## src/rtl/sscan_snap_buf_if.sv

```systemverilog
// Capture/dump port bundle for the shadow-scan snapshot buffer.
// master drives snapshots and dump requests, slave is the buffer itself.
interface sscan_snap_buf_if #(
    parameter int DATA_W = 94,
    parameter int DEPTH  = 4
);
    localparam int CNT_W = $clog2(DEPTH + 1);

    logic              snap;
    logic [DATA_W-1:0] snap_data;
    logic              mode_wrap;
    logic              dump_en;
    logic              ch_out;
    logic              ch_out_vld;
    logic              ch_out_done;
    logic [CNT_W-1:0]  count;
    logic              full;
    logic              overflow;

    modport master (
        output snap, snap_data, mode_wrap, dump_en,
        input  ch_out, ch_out_vld, ch_out_done, count, full, overflow
    );

    modport slave (
        input  snap, snap_data, mode_wrap, dump_en,
        output ch_out, ch_out_vld, ch_out_done, count, full, overflow
    );
endinterface

```

## src/rtl/sscan_snap_buf.sv

```systemverilog
// Shadow-scan snapshot buffer: captures up to DEPTH debug vectors into a
// circular buffer and dumps them oldest-first, LSB-first, on a 1-bit chain.
module sscan_snap_buf #(
    parameter int DATA_W = 94,
    parameter int DEPTH  = 4
) (
    input logic             sh_clk,
    input logic             sh_rst,
    sscan_snap_buf_if.slave bus
);
    localparam int CNT_W = $clog2(DEPTH + 1);
    localparam int PTR_W = (DEPTH > 1) ? $clog2(DEPTH) : 1;
    localparam int BIT_W = (DATA_W > 1) ? $clog2(DATA_W) : 1;

    typedef enum logic [1:0] {IDLE, DUMP, DONE} state_t;

    state_t            state, state_nx;
    logic [DATA_W-1:0] mem [DEPTH];
    logic [PTR_W-1:0]  wr_ptr, wr_ptr_nx, rd_ptr, rd_ptr_nx;
    logic [CNT_W-1:0]  cnt, cnt_nx;
    logic [BIT_W-1:0]  bit_cnt, bit_cnt_nx;
    logic              snap_f;
    logic              ovf, ovf_nx;
    logic              late_ovf, late_ovf_nx;
    logic              wr_en;
    logic              ch_out_q, ch_vld_q, ch_done_q;

    function automatic logic [PTR_W-1:0] ptr_inc(input logic [PTR_W-1:0] p);
        return (p == PTR_W'(DEPTH - 1)) ? '0 : p + PTR_W'(1);
    endfunction

    always_comb begin
        state_nx    = state;
        wr_ptr_nx   = wr_ptr;
        rd_ptr_nx   = rd_ptr;
        cnt_nx      = cnt;
        bit_cnt_nx  = bit_cnt;
        ovf_nx      = ovf;
        late_ovf_nx = late_ovf;
        wr_en       = 1'b0;
        case (state)
            IDLE: begin
                if (snap_f) begin
                    if (cnt != CNT_W'(DEPTH)) begin
                        wr_en     = 1'b1;
                        wr_ptr_nx = ptr_inc(wr_ptr);
                        cnt_nx    = cnt + CNT_W'(1);
                    end else if (bus.mode_wrap) begin
                        wr_en     = 1'b1;
                        wr_ptr_nx = ptr_inc(wr_ptr);
                        rd_ptr_nx = ptr_inc(rd_ptr);
                        ovf_nx    = 1'b1;
                    end else begin
                        ovf_nx = 1'b1;
                    end
                end
                // count after this cycle's capture decides dump vs empty dump
                if (bus.dump_en) begin
                    bit_cnt_nx = '0;
                    state_nx   = (cnt_nx != '0) ? DUMP : DONE;
                end
            end
            DUMP: begin
                // drops during a dump belong to the next dump's overflow window
                if (snap_f) begin
                    ovf_nx      = 1'b1;
                    late_ovf_nx = 1'b1;
                end
                if (bit_cnt == BIT_W'(DATA_W - 1)) begin
                    bit_cnt_nx = '0;
                    rd_ptr_nx  = ptr_inc(rd_ptr);
                    cnt_nx     = cnt - CNT_W'(1);
                    if (cnt == CNT_W'(1)) state_nx = DONE;
                end else begin
                    bit_cnt_nx = bit_cnt + BIT_W'(1);
                end
            end
            DONE: begin
                ovf_nx      = late_ovf;
                late_ovf_nx = 1'b0;
                state_nx    = IDLE;
            end
            default: state_nx = IDLE;
        endcase
    end

    always_ff @(posedge sh_clk or posedge sh_rst) begin
        if (sh_rst) begin
            state     <= IDLE;
            wr_ptr    <= '0;
            rd_ptr    <= '0;
            cnt       <= '0;
            bit_cnt   <= '0;
            snap_f    <= 1'b0;
            ovf       <= 1'b0;
            late_ovf  <= 1'b0;
            ch_out_q  <= 1'b0;
            ch_vld_q  <= 1'b0;
            ch_done_q <= 1'b0;
        end else begin
            state     <= state_nx;
            wr_ptr    <= wr_ptr_nx;
            rd_ptr    <= rd_ptr_nx;
            cnt       <= cnt_nx;
            bit_cnt   <= bit_cnt_nx;
            snap_f    <= bus.snap;
            ovf       <= ovf_nx;
            late_ovf  <= late_ovf_nx;
            ch_out_q  <= (state == DUMP) & mem[rd_ptr][bit_cnt];
            ch_vld_q  <= (state == DUMP);
            ch_done_q <= (state == DONE);
        end
    end

    always_ff @(posedge sh_clk) begin
        if (wr_en) mem[wr_ptr] <= bus.snap_data;
    end

    assign bus.ch_out      = ch_out_q;
    assign bus.ch_out_vld  = ch_vld_q;
    assign bus.ch_out_done = ch_done_q;
    assign bus.count       = cnt;
    assign bus.full        = (cnt == CNT_W'(DEPTH));
    assign bus.overflow    = ovf;
endmodule

```

## src/flat_wrapper.sv

```systemverilog
// flat-port wrapper written by rule: the top's interface ports become plain ports
module sscan_snap_buf_flat 
#(
    parameter int DATA_W = 94,
    parameter int DEPTH  = 4
)
  (sh_clk, sh_rst, bus_snap, bus_snap_data, bus_mode_wrap, bus_dump_en, bus_ch_out, bus_ch_out_vld, bus_ch_out_done, bus_count, bus_full, bus_overflow);
  sscan_snap_buf_if #(.DATA_W(DATA_W), .DEPTH(DEPTH)) bus_i ();
  input logic sh_clk;
  input logic sh_rst;
  input wire logic [$bits(bus_i.snap)-1:0] bus_snap;
  input wire logic [$bits(bus_i.snap_data)-1:0] bus_snap_data;
  input wire logic [$bits(bus_i.mode_wrap)-1:0] bus_mode_wrap;
  input wire logic [$bits(bus_i.dump_en)-1:0] bus_dump_en;
  output wire logic [$bits(bus_i.ch_out)-1:0] bus_ch_out;
  output wire logic [$bits(bus_i.ch_out_vld)-1:0] bus_ch_out_vld;
  output wire logic [$bits(bus_i.ch_out_done)-1:0] bus_ch_out_done;
  output wire logic [$bits(bus_i.count)-1:0] bus_count;
  output wire logic [$bits(bus_i.full)-1:0] bus_full;
  output wire logic [$bits(bus_i.overflow)-1:0] bus_overflow;
  assign bus_i.snap = bus_snap;
  assign bus_i.snap_data = bus_snap_data;
  assign bus_i.mode_wrap = bus_mode_wrap;
  assign bus_i.dump_en = bus_dump_en;
  assign bus_ch_out = bus_i.ch_out;
  assign bus_ch_out_vld = bus_i.ch_out_vld;
  assign bus_ch_out_done = bus_i.ch_out_done;
  assign bus_count = bus_i.count;
  assign bus_full = bus_i.full;
  assign bus_overflow = bus_i.overflow;
  sscan_snap_buf #(.DATA_W(DATA_W), .DEPTH(DEPTH)) u_core (.sh_clk(sh_clk), .sh_rst(sh_rst), .bus(bus_i));
endmodule
```

## config.mk

```make
export PLATFORM = sky130hd
export DESIGN_NAME = sscan_snap_buf_flat
export DESIGN_NICKNAME = d
export VERILOG_FILES = /design/src/rtl/sscan_snap_buf_if.sv /design/src/rtl/sscan_snap_buf.sv /design/src/flat_wrapper.sv
export SDC_FILE = /design/constraint.sdc
export NUM_CORES = 1
export LEC_CHECK = 0
export BUFFER_PORTS_ARGS = -buffer_cell sky130_fd_sc_hd__buf_2
export CAP_MARGIN = 20
export CORE_ASPECT_RATIO = 0.6
export CORE_UTILIZATION = 40
export DETAILED_ROUTE_END_ITERATION = 10
export HOLD_SLACK_MARGIN = 0.06
export PLACE_DENSITY_LB_ADDON = 0.05
export SLEW_MARGIN = 30
export SYNTH_ARGS = -nofsm -noshare
export SYNTH_HDL_FRONTEND = slang
export SYNTH_SLANG_ARGS = --single-unit
```

## constraint.sdc

```tcl
create_clock -name sh_clk -period 4.9 [get_ports sh_clk]
set_input_delay 0.49 -clock sh_clk [delete_from_list [all_inputs] [get_ports sh_clk]]
set_output_delay 0.49 -clock sh_clk [all_outputs]
set_load 0.05 [all_outputs]
```

Word level (Yosys, flattened, before mapping)
Memory sizes are Yosys's and may differ from the RTL's.
Index checks and enable logic that the tools add are counted.
{"block": "word_totals", "memories": 1, "mem_bits_ro": 0, "elab_cells": 82, "ram_bits": 376, "register_bits": 22, "latchBits": 0}
{"block": "classes", "multipliers": 0, "n_bitwise": 1, "shift": 0, "order_cmp": 1, "addsub": 5, "n_reduce_logical": 13, "mux": 35, "n_div": 0, "eq_ne": 15}
{"name": "u_core.mem", "depth": 4, "word_bits": 94, "rd": 1, "rd_ports_with_merged_regs": 0, "wr": 1, "line": "sscan_snap_buf.sv:18", "source": "logic [DATA_W-1:0] mem [DEPTH];"}
{"op": "$mux W2", "count": 12}
{"op": "$mux W7", "count": 2}
{"op": "$pmux W7 S2", "count": 1}
{"op": "$mux W3", "count": 4}
{"op": "$mux W1", "count": 10}
{"op": "$lt A7 B8 Y1 const B", "count": 1}
{"op": "$ne A2 B1 Y1 const B", "count": 4}
{"op": "$pmux W2 S2", "count": 2}
{"op": "$add A7 B1 Y7 const B", "count": 1}
{"op": "$bmux W1 S7", "count": 1}
{"op": "$eq A7 B7 Y1 const B", "count": 1}
{"op": "$eq A2 B2 Y1 const B", "count": 3}
{"op": "$ne A2 B2 Y1 const B", "count": 3}
{"op": "$pmux W3 S2", "count": 1}
{"op": "$reduce_and A2 Y1", "count": 3}
{"op": "$reduce_and A3 Y1", "count": 2}
{"op": "$reduce_bool A2 Y1", "count": 3}
{"op": "$reduce_bool A3 Y1", "count": 2}
{"op": "$reduce_and A5 Y1", "count": 1}
{"op": "$add A2 B1 Y2 const B", "count": 2}
{"op": "$reduce_and A4 Y1", "count": 1}
{"op": "$add A3 B1 Y3 const B", "count": 1}
{"op": "$eq A3 B1 Y1 const B", "count": 1}
{"op": "$eq A3 B3 Y1 const B", "count": 1}
{"op": "other kinds (7)", "count": 7}

Logic depth before layout (Yosys ltp)
Gate-level depths: netlist (run 1).
{"block": "depth", "ltp_word": 8, "mapped_depth": 11}

Worst setup path after synthesis (run 1)
OpenSTA, ideal clock, no wires.
{"block": "synth_path", "path_type": "reg-to-reg", "start": "register u_core.cnt[0] (netlist: u_core.bus.count[0])", "end": "memory u_core.mem[0][0] (enable)", "path_buffers": 0, "slack_ps": 807, "period_less_slack_ps": 4093, "t_arrival_ps": 3629, "path_stages_with_launch": 6, "path_cell_list": "dfrtp_1 -> inv_1 -> ha_1 -> nand2_1 -> o211a_1 -> and2_1"}
{"block": "synth_between", "elab_chain_len": 6}
{"item": "start: declaration", "line": "sscan_snap_buf.sv:20", "source": "logic [CNT_W-1:0] cnt, cnt_nx;"}
{"item": "start signal: assignment", "line": "sscan_snap_buf.sv:104", "source": "cnt <= cnt_nx;"}
{"item": "$ne A3 B3 Y1", "line": "sscan_snap_buf.sv:44", "source": "if (cnt != CNT_W'(DEPTH)) begin"}
{"item": "$mux W1", "line": "sscan_snap_buf.sv:44"}
{"item": "$mux W1", "line": "sscan_snap_buf.sv:43", "source": "if (snap_f) begin"}
{"item": "$mux W1", "line": "sscan_snap_buf.sv:41", "source": "case (state)"}
{"item": "$mux W1", "line": "sscan_snap_buf.sv:116", "source": "if (wr_en) mem[wr_ptr] <= bus.snap_data;"}
{"item": "$mux W1 (not written as such)", "line": "sscan_snap_buf.sv:116"}
{"item": "end: declaration", "line": "sscan_snap_buf.sv:18"}
Every way passes these cells.

Worst setup path in the final report (run 1)
{"block": "layout_path", "start": "register u_core.rd_ptr[0]", "end": "register u_core.ch_out_q (netlist: u_core.bus.ch_out)"}
{"block": "layout_between", "elab_chain_len": 4}
{"item": "start: declaration", "line": "sscan_snap_buf.sv:19", "source": "logic [PTR_W-1:0] wr_ptr, wr_ptr_nx, rd_ptr, rd_ptr_nx;"}
{"item": "start signal: assignment", "line": "sscan_snap_buf.sv:103", "source": "rd_ptr <= rd_ptr_nx;"}
{"item": "$mem_v2 Z4 W94"}
{"item": "$bmux W1 S7", "line": "sscan_snap_buf.sv:109", "source": "ch_out_q <= (state == DUMP) & mem[rd_ptr][bit_cnt];"}
{"item": "$mux W1 (not written as such)", "line": "sscan_snap_buf.sv:109"}
{"item": "$and A1 B1 Y1", "line": "sscan_snap_buf.sv:109"}
{"item": "end signal: assignment", "line": "sscan_snap_buf.sv:109"}
{"item": "end: declaration", "line": "sscan_snap_buf.sv:26", "source": "logic ch_out_q, ch_vld_q, ch_done_q;"}
Every way passes these cells. The select of a mux whose other input is x is not followed.
A chain may end at the register's enable or synchronous reset.

==> results.yml, run 1 <==
timing:
  tightest_slew_ns: 0.847
  finalHoldViolations: 0
  fin_crit_ns: 3.30
  slew_headroom: 0.435
  tns_ns: 0
  slew_viol_final: 0
  fmax_mhz: 303
  whs_ns: 0.158
  setup_violations: 0
  clock_skew_ns: 0.0210
  period_share: 0.674
  rsz0062_at_grt: "no"
die:
  initial_core_util: 0.405
  rows: 56
  die_h_um: 156
  io_pins: 107
  die_x_um: 259
  core_area_mm2: 0.0390
  die-area_mm2: 0.0404
placement:
  numPortBuffers: 106
  gp_congestion: 0.754
  hpwl_um: 23200
  placed_area_mm2: 0.0169
worst_setup_path:
  critPathCaptureType: "register"
  worstSetupPathType: "reg2reg"
  worstPathMaxFanout: 35
  crit_top_cell: "a21oi_1"
  cp_data_required_time_ns: 5.30
  crit_slowest_cell: "dfrtp_4"
  critical-path-max-stage-delay_ns: 0.85
  startpoint_type: "register"
  crit_chain: "buf_4 > mux4_2 > a22oi_1 > a21oi_1 > a21oi_1 > nor2_1 > o311ai_1 > nand3_1"
  cp.arrival_ns: 3.70
clocking:
  clkTransAtPathRegs_ns: 0.06
  holdBufCountCts: 1
  max-clock-path-buffers: 3
  root_buffer: "clkbuf_16"
  htreeDepth: 2
  cts_resized: 0
  cts_tree: "built"
  cts-buffers-inserted: 40
  cts_setup_buffers: 0
  cts_sinks: 398
  clk_latency_ns: 0.55
cells_and_area:
  layout_commonest_cell: "edfxtp_1"
  fin_util: 0.467
  areaGrowthSynthToFinish_pct: 15.1
  drive_gt1_frac: 0.295
  stdcell_area_mm2: 0.0182
  nets: 1025
  num-fill-cells: 3273
  layout_common_cells: "edfxtp_1 (376), buf_2 (106), mux4_2 (81)"
yosys:
  synth_async_sr_flop_share: 0.0553
  synth_ff_type: "edfxtp_1"
  synthesis.area_mm2: 0.0158
  post_synth_inst_count: 784
  avgSynthCellArea_um2: 20.2
  synth.lib_cells_used.distinct: 58
  syn-num-nets: 894
  synth_edf_count: 376
  ys_ff_latch: 398
  seq_area_frac_synth: 0.748
  synth_warnings: 0
power_and_ir_drop:
  clockPowerShare: 0.309
  ir_drop_uv: 259
  p_int_w: 0.00667
  seq_power_share: 0.457
  leakagePower_nw: 5.97
  switchingPower_w: 0.00280
  power_switching_share: 0.295
  power_w: 0.00947
  combPwrFrac: 0.234
  power_density_mw_per_mm2: 520
status:
  outcome: "completed"
grt:
  gr-usage-all-layers: 0.185
  grt_pass1_vias: 8504
  grt_pass1_wl_um: 54600
  overflow: 0
  grt_max_degree: 63
  grt_antenna_before_repair: 3
min_path:
  min_path_type: "in2reg"
job:
  drv_cap: 0
drt:
  drc: 0
  ant_nets: 0
  routed-via-count: 7988
  first_pass_iters: 4
  viasPerCell: 5.45
  drt_iter0_markers: 596
  wl_um: 36200
  post_drt_wl_per_cell_um: 24.7
-- critical path, delay by kind of cell, from the launching register on --
family                 cells  cell delay [ns]
AO/OA/AOI/OAI              4             0.88
AND/OR/NAND/NOR            2             0.19
flip-flops                 1             0.85
multiplexers               1             0.58
buffers and inverters      1             0.64
-- cells in the mapped netlist, drive strengths merged (11+ instances only) --
library cell  instances  area, µm²
nor2                 21       78.8
buf                  28        234
nand2                42        158
mux2i                12        120
edfxtp              376      11300
inv                  12       45.0
o21ai                16       80.1
ha                   11        138
mux4                 93       2140
a22oi                20        150
dfrtp                22        551
nand3                13       65.1
a21oi                23        115
clkbuf               13       56.3
-- power by group through the flow --
stage	combinational (W)	clock [W]	sequential, W
3_3_place_gp	0.00218	0	0.00441
6_report	0.00221	0.00293	0.00433
5_1_grt	0.00241	0.00313	0.00437
2_1_floorplan	0.00160	0	0.00431
4_1_cts	0.00222	0.00300	0.00435
3_5_place_dp	0.00221	0	0.00442
-- area by class of cell --
class | count | area (µm²) | area share
timing repair buffer | 131 | 776 | 0.0426
clock inverter | 21 | 185 | 0.0102
antenna | 1 | 2.50 | 0.000137
sequential | 398 | 11800 | 0.651
tap | 522 | 653 | 0.0359
multi-input combinational | 331 | 3640 | 0.200
clock buffer | 49 | 1060 | 0.0580
inverter | 13 | 48.8 | 0.00268
-- worst paths after layout --
| check | from | endpoint | slack [ns] | cells after the start |
|---|---|---|---|---|
| min in group asynchronous | sh_rst | u_core.bus.ch_out_done | 0.54 | 3 |
| max in group asynchronous | sh_rst | u_core.rd_ptr[0] | 3.96 | 3 |
| worst max-delay path | u_core.rd_ptr[0] | u_core.bus.ch_out | 1.60 | 8 |
| worst min-delay path | bus_snap_data[4] | u_core.mem[0][4] | 0.16 | 1 |
| worst max register to register | u_core.rd_ptr[0] | u_core.bus.ch_out | 1.60 | 8 |
| worst min register to register | u_core.late_ovf | u_core.late_ovf | 0.55 | 2 |
-- layer usage --
metal	routed length, µm	share of wire	track usage
met1	17100	0.47	0.268
met2	16800	0.46	0.290
met3	1780	0.049	0.0375
met4	542	0.015	0.0414
met5	13	0.00036	0
-- logic make-up (layout without fill, tap and decap cells) --
group | count (synthesis) | after routing | share of synthesized area
adder cells (fa/ha/maj) | 11 | 11 | 0.00870
multiplexers | 110 | 110 | 0.146
other | 0 | 1 | 0
flip-flops | 398 | 398 | 0.748
AO/OA/AOI/OAI | 89 | 89 | 0.0369
buffers and inverters | 55 | 214 | 0.0221
AND/OR/NAND/NOR | 120 | 120 | 0.0369
XOR/XNOR | 1 | 1 | 0.000554
-- registers in the layout, summed over array words and instances, names as in the netlist --
| name | cells |
|---|---|
| u_core.bus.ch_out_done | 1 |
| u_core.state | 2 |
| u_core.wr_ptr | 2 |
| u_core.bus.count | 3 |
| u_core.snap_f | 1 |
| u_core.mem | 376 |
| u_core.rd_ptr | 2 |
| u_core.late_ovf | 1 |
| u_core.bus.overflow | 1 |
| u_core.bus.ch_out | 1 |
| u_core.bit_cnt | 7 |
| u_core.bus.ch_out_vld | 1 |
-- per-stage QoR --
step / worst slack, ns / std cells
finish: 1.60 / 1466
global route: 1.26 / 1465
detailed placement: 1.51 / 1392
floorplan: 0.807 / 784
CTS: 1.50 / 1463
global placement: 1.48 / 1390
Power figures use the tool's default switching activity.
==> run 2: changes to the inputs <==
- clock period: 4.9 -> 3 ns (I/O delays scaled with it)
==> run 2 against run 1 <==
Net effect:
- sequential cell count is the same
- total power grew 67%
- cell count grew 8.1%
- register-to-register slack lost 1.3 ns
- non-clock buffer count grew 121
- count of clock-buffer cells in the layout shrank 3
- largest power group unchanged
- highest routed layer is now met4
==> results.yml, run 2 (synthesized netlist as in run 1, its figures left out) <==
drt:
  routed-via-count: 8414
  wl_um: 36600
  post_drt_wl_per_cell_um: 23.1
  viasPerCell: 5.31
  drt_iter0_markers: 847
  ant_nets: 0
  first_pass_iters: 7
  drc: 0
grt:
  grt_pass1_wl_um: 54600
  overflow: 0
  grt_antenna_before_repair: 0
  grt_pass1_vias: 8632
  grt_max_degree: 40
  gr-usage-all-layers: 0.185
cells_and_area:
  top_register: "u_core.mem"
  fin_util: 0.498
  drive_gt1_frac: 0.284
  largest_reg_flops: 376
  num_antenna_cells: 0
  nets: 1145
  final_cells: 1585
  areaGrowthSynthToFinish_pct: 23.0
  layout_commonest_cell: "edfxtp_1"
  layout_common_cells: "edfxtp_1 (376), buf_2 (106), dlygate4sd3_1 (97)"
power_and_ir_drop:
  power_density_mw_per_mm2: 811
  power_w: 0.0158
  ir_drop_uv: 429
  leakagePower_nw: 6.52
clocking:
  clkTransAtPathRegs_ns: 0.06
  max-clock-path-buffers: 3
  cts_setup_buffers: 0
  root_buffer: "clkbuf_16"
  cts_sinks: 398
  cts-buffers-inserted: 39
  htreeDepth: 2
  cts_tree: "built"
  clk_latency_ns: 0.54
die:
  rows: 56
  die-area_mm2: 0.0404
  initial_core_util: 0.405
  die_h_um: 156
  die_x_um: 259
  io_pins: 107
  core_area_mm2: 0.0390
placement:
  dp_cells: 1419
  gp_congestion: 0.870
  hpwl_um: 24000
  numPortBuffers: 106
worst_setup_path:
  cp_data_required_time_ns: 3.39
  worstSetupPathType: "reg2reg"
  startpoint_type: "register"
  critPathCaptureType: "register"
  worstPathMaxFanout: 15
  cp.arrival_ns: 3.09
status:
  outcome: "completed"
timing:
  fmax_mhz: 370
  clock_skew_ns: 0.0184
  tightest_slew_ns: 0.876
  fin_crit_ns: 2.70
  finalHoldViolations: 0
  period_share: 0.900
  rsz0062_at_grt: "no"
  slew_viol_final: 0
  slew_headroom: 0.415
  setup_violations: 0
min_path:
  min_path_type: "in2reg"
job:
  drv_cap: 0
==> run 2: cell types whose count changed in the layout (fill, tap and decap cells not counted) <==
cell	before	now
clkinv_1	9	14
dlygate4sd3_1	2	97
clkbuf_1	8	5
clkinvlp_4	0	1
clkinv_2	6	5
diode_2	1	0
buf_12	1	13
nor4b_2	0	1
nor4b_1	1	0
buf_4	20	36
buf_16	2	0
clkinv_4	2	1
inv_6	2	0
==> run 2: what timing repair did <==
action | CTS | global route
hold endpoints to repair | 400 | 0
hold buffers | 97 | 0
endpoints found under the setup margin | 0 | 1
gates resized for setup | 0 | 1
==> run 2: layout make-up <==
cell class | count | area (µm²)
clock inverters | 23 | 180
well taps | 522 | 653
clock buffers | 46 | 1040
inverters | 13 | 48.8
repair buffers | 252 | 2030
flip-flops and latches | 398 | 11800
fillers | 3222 | 19600
multi-input cells | 331 | 3650
==> run 2: worst paths after layout <==
check	slack, ns	startpoint	cells past startpoint	endpoint
hold reg to reg	0.56	u_core.late_ovf	2	u_core.late_ovf
max in group asynchronous	2.25	sh_rst	3	u_core.rd_ptr[1]
setup / recovery	0.30	u_core.rd_ptr[0]	8	u_core.bus.ch_out
hold / removal	0.34	bus_mode_wrap	3	u_core.wr_ptr[1]
min in group asynchronous	0.35	sh_rst	3	u_core.bit_cnt[2]
setup reg to reg	0.30	u_core.rd_ptr[0]	8	u_core.bus.ch_out
==> run 2: through the flow <==
stage	hold slack, ns	TNS [ns]	cell area, µm²	setup slack (ns)
CTS	0.313	0	19400	0.131
finish	0.343	0	19500	0.301
global route	0.366	0	19500	0.142
detailed placement	0.418	0	17300	0.148
floorplan	0.289	-18.59	15800	-0.0495
global placement	0.410	0	17300	0.164
==> run 2: routing by layer <==
metal / GRT usage / part of all wire
met5: 0 / 0
met4: 0.0411 / 0.013
met3: 0.0327 / 0.047
met2: 0.290 / 0.47
met1: 0.270 / 0.47
==> run 2: power by group <==
part	internal [W]	switching [W]
logic	0.00176	0.00233
registers	0.00664	0.000318
clock network	0.00274	0.00200
==> run 2: critical path, cell delays in order, from the launching register on <==
cell and delay [ns]:
dfrtp_4 0.62, buf_4 0.32, mux4_1 0.58, nor2_1 0.12, nor4_1 0.07, nor4b_2 0.44
o21ai_0 0.15, o311ai_1 0.12, nand3_1 0.12
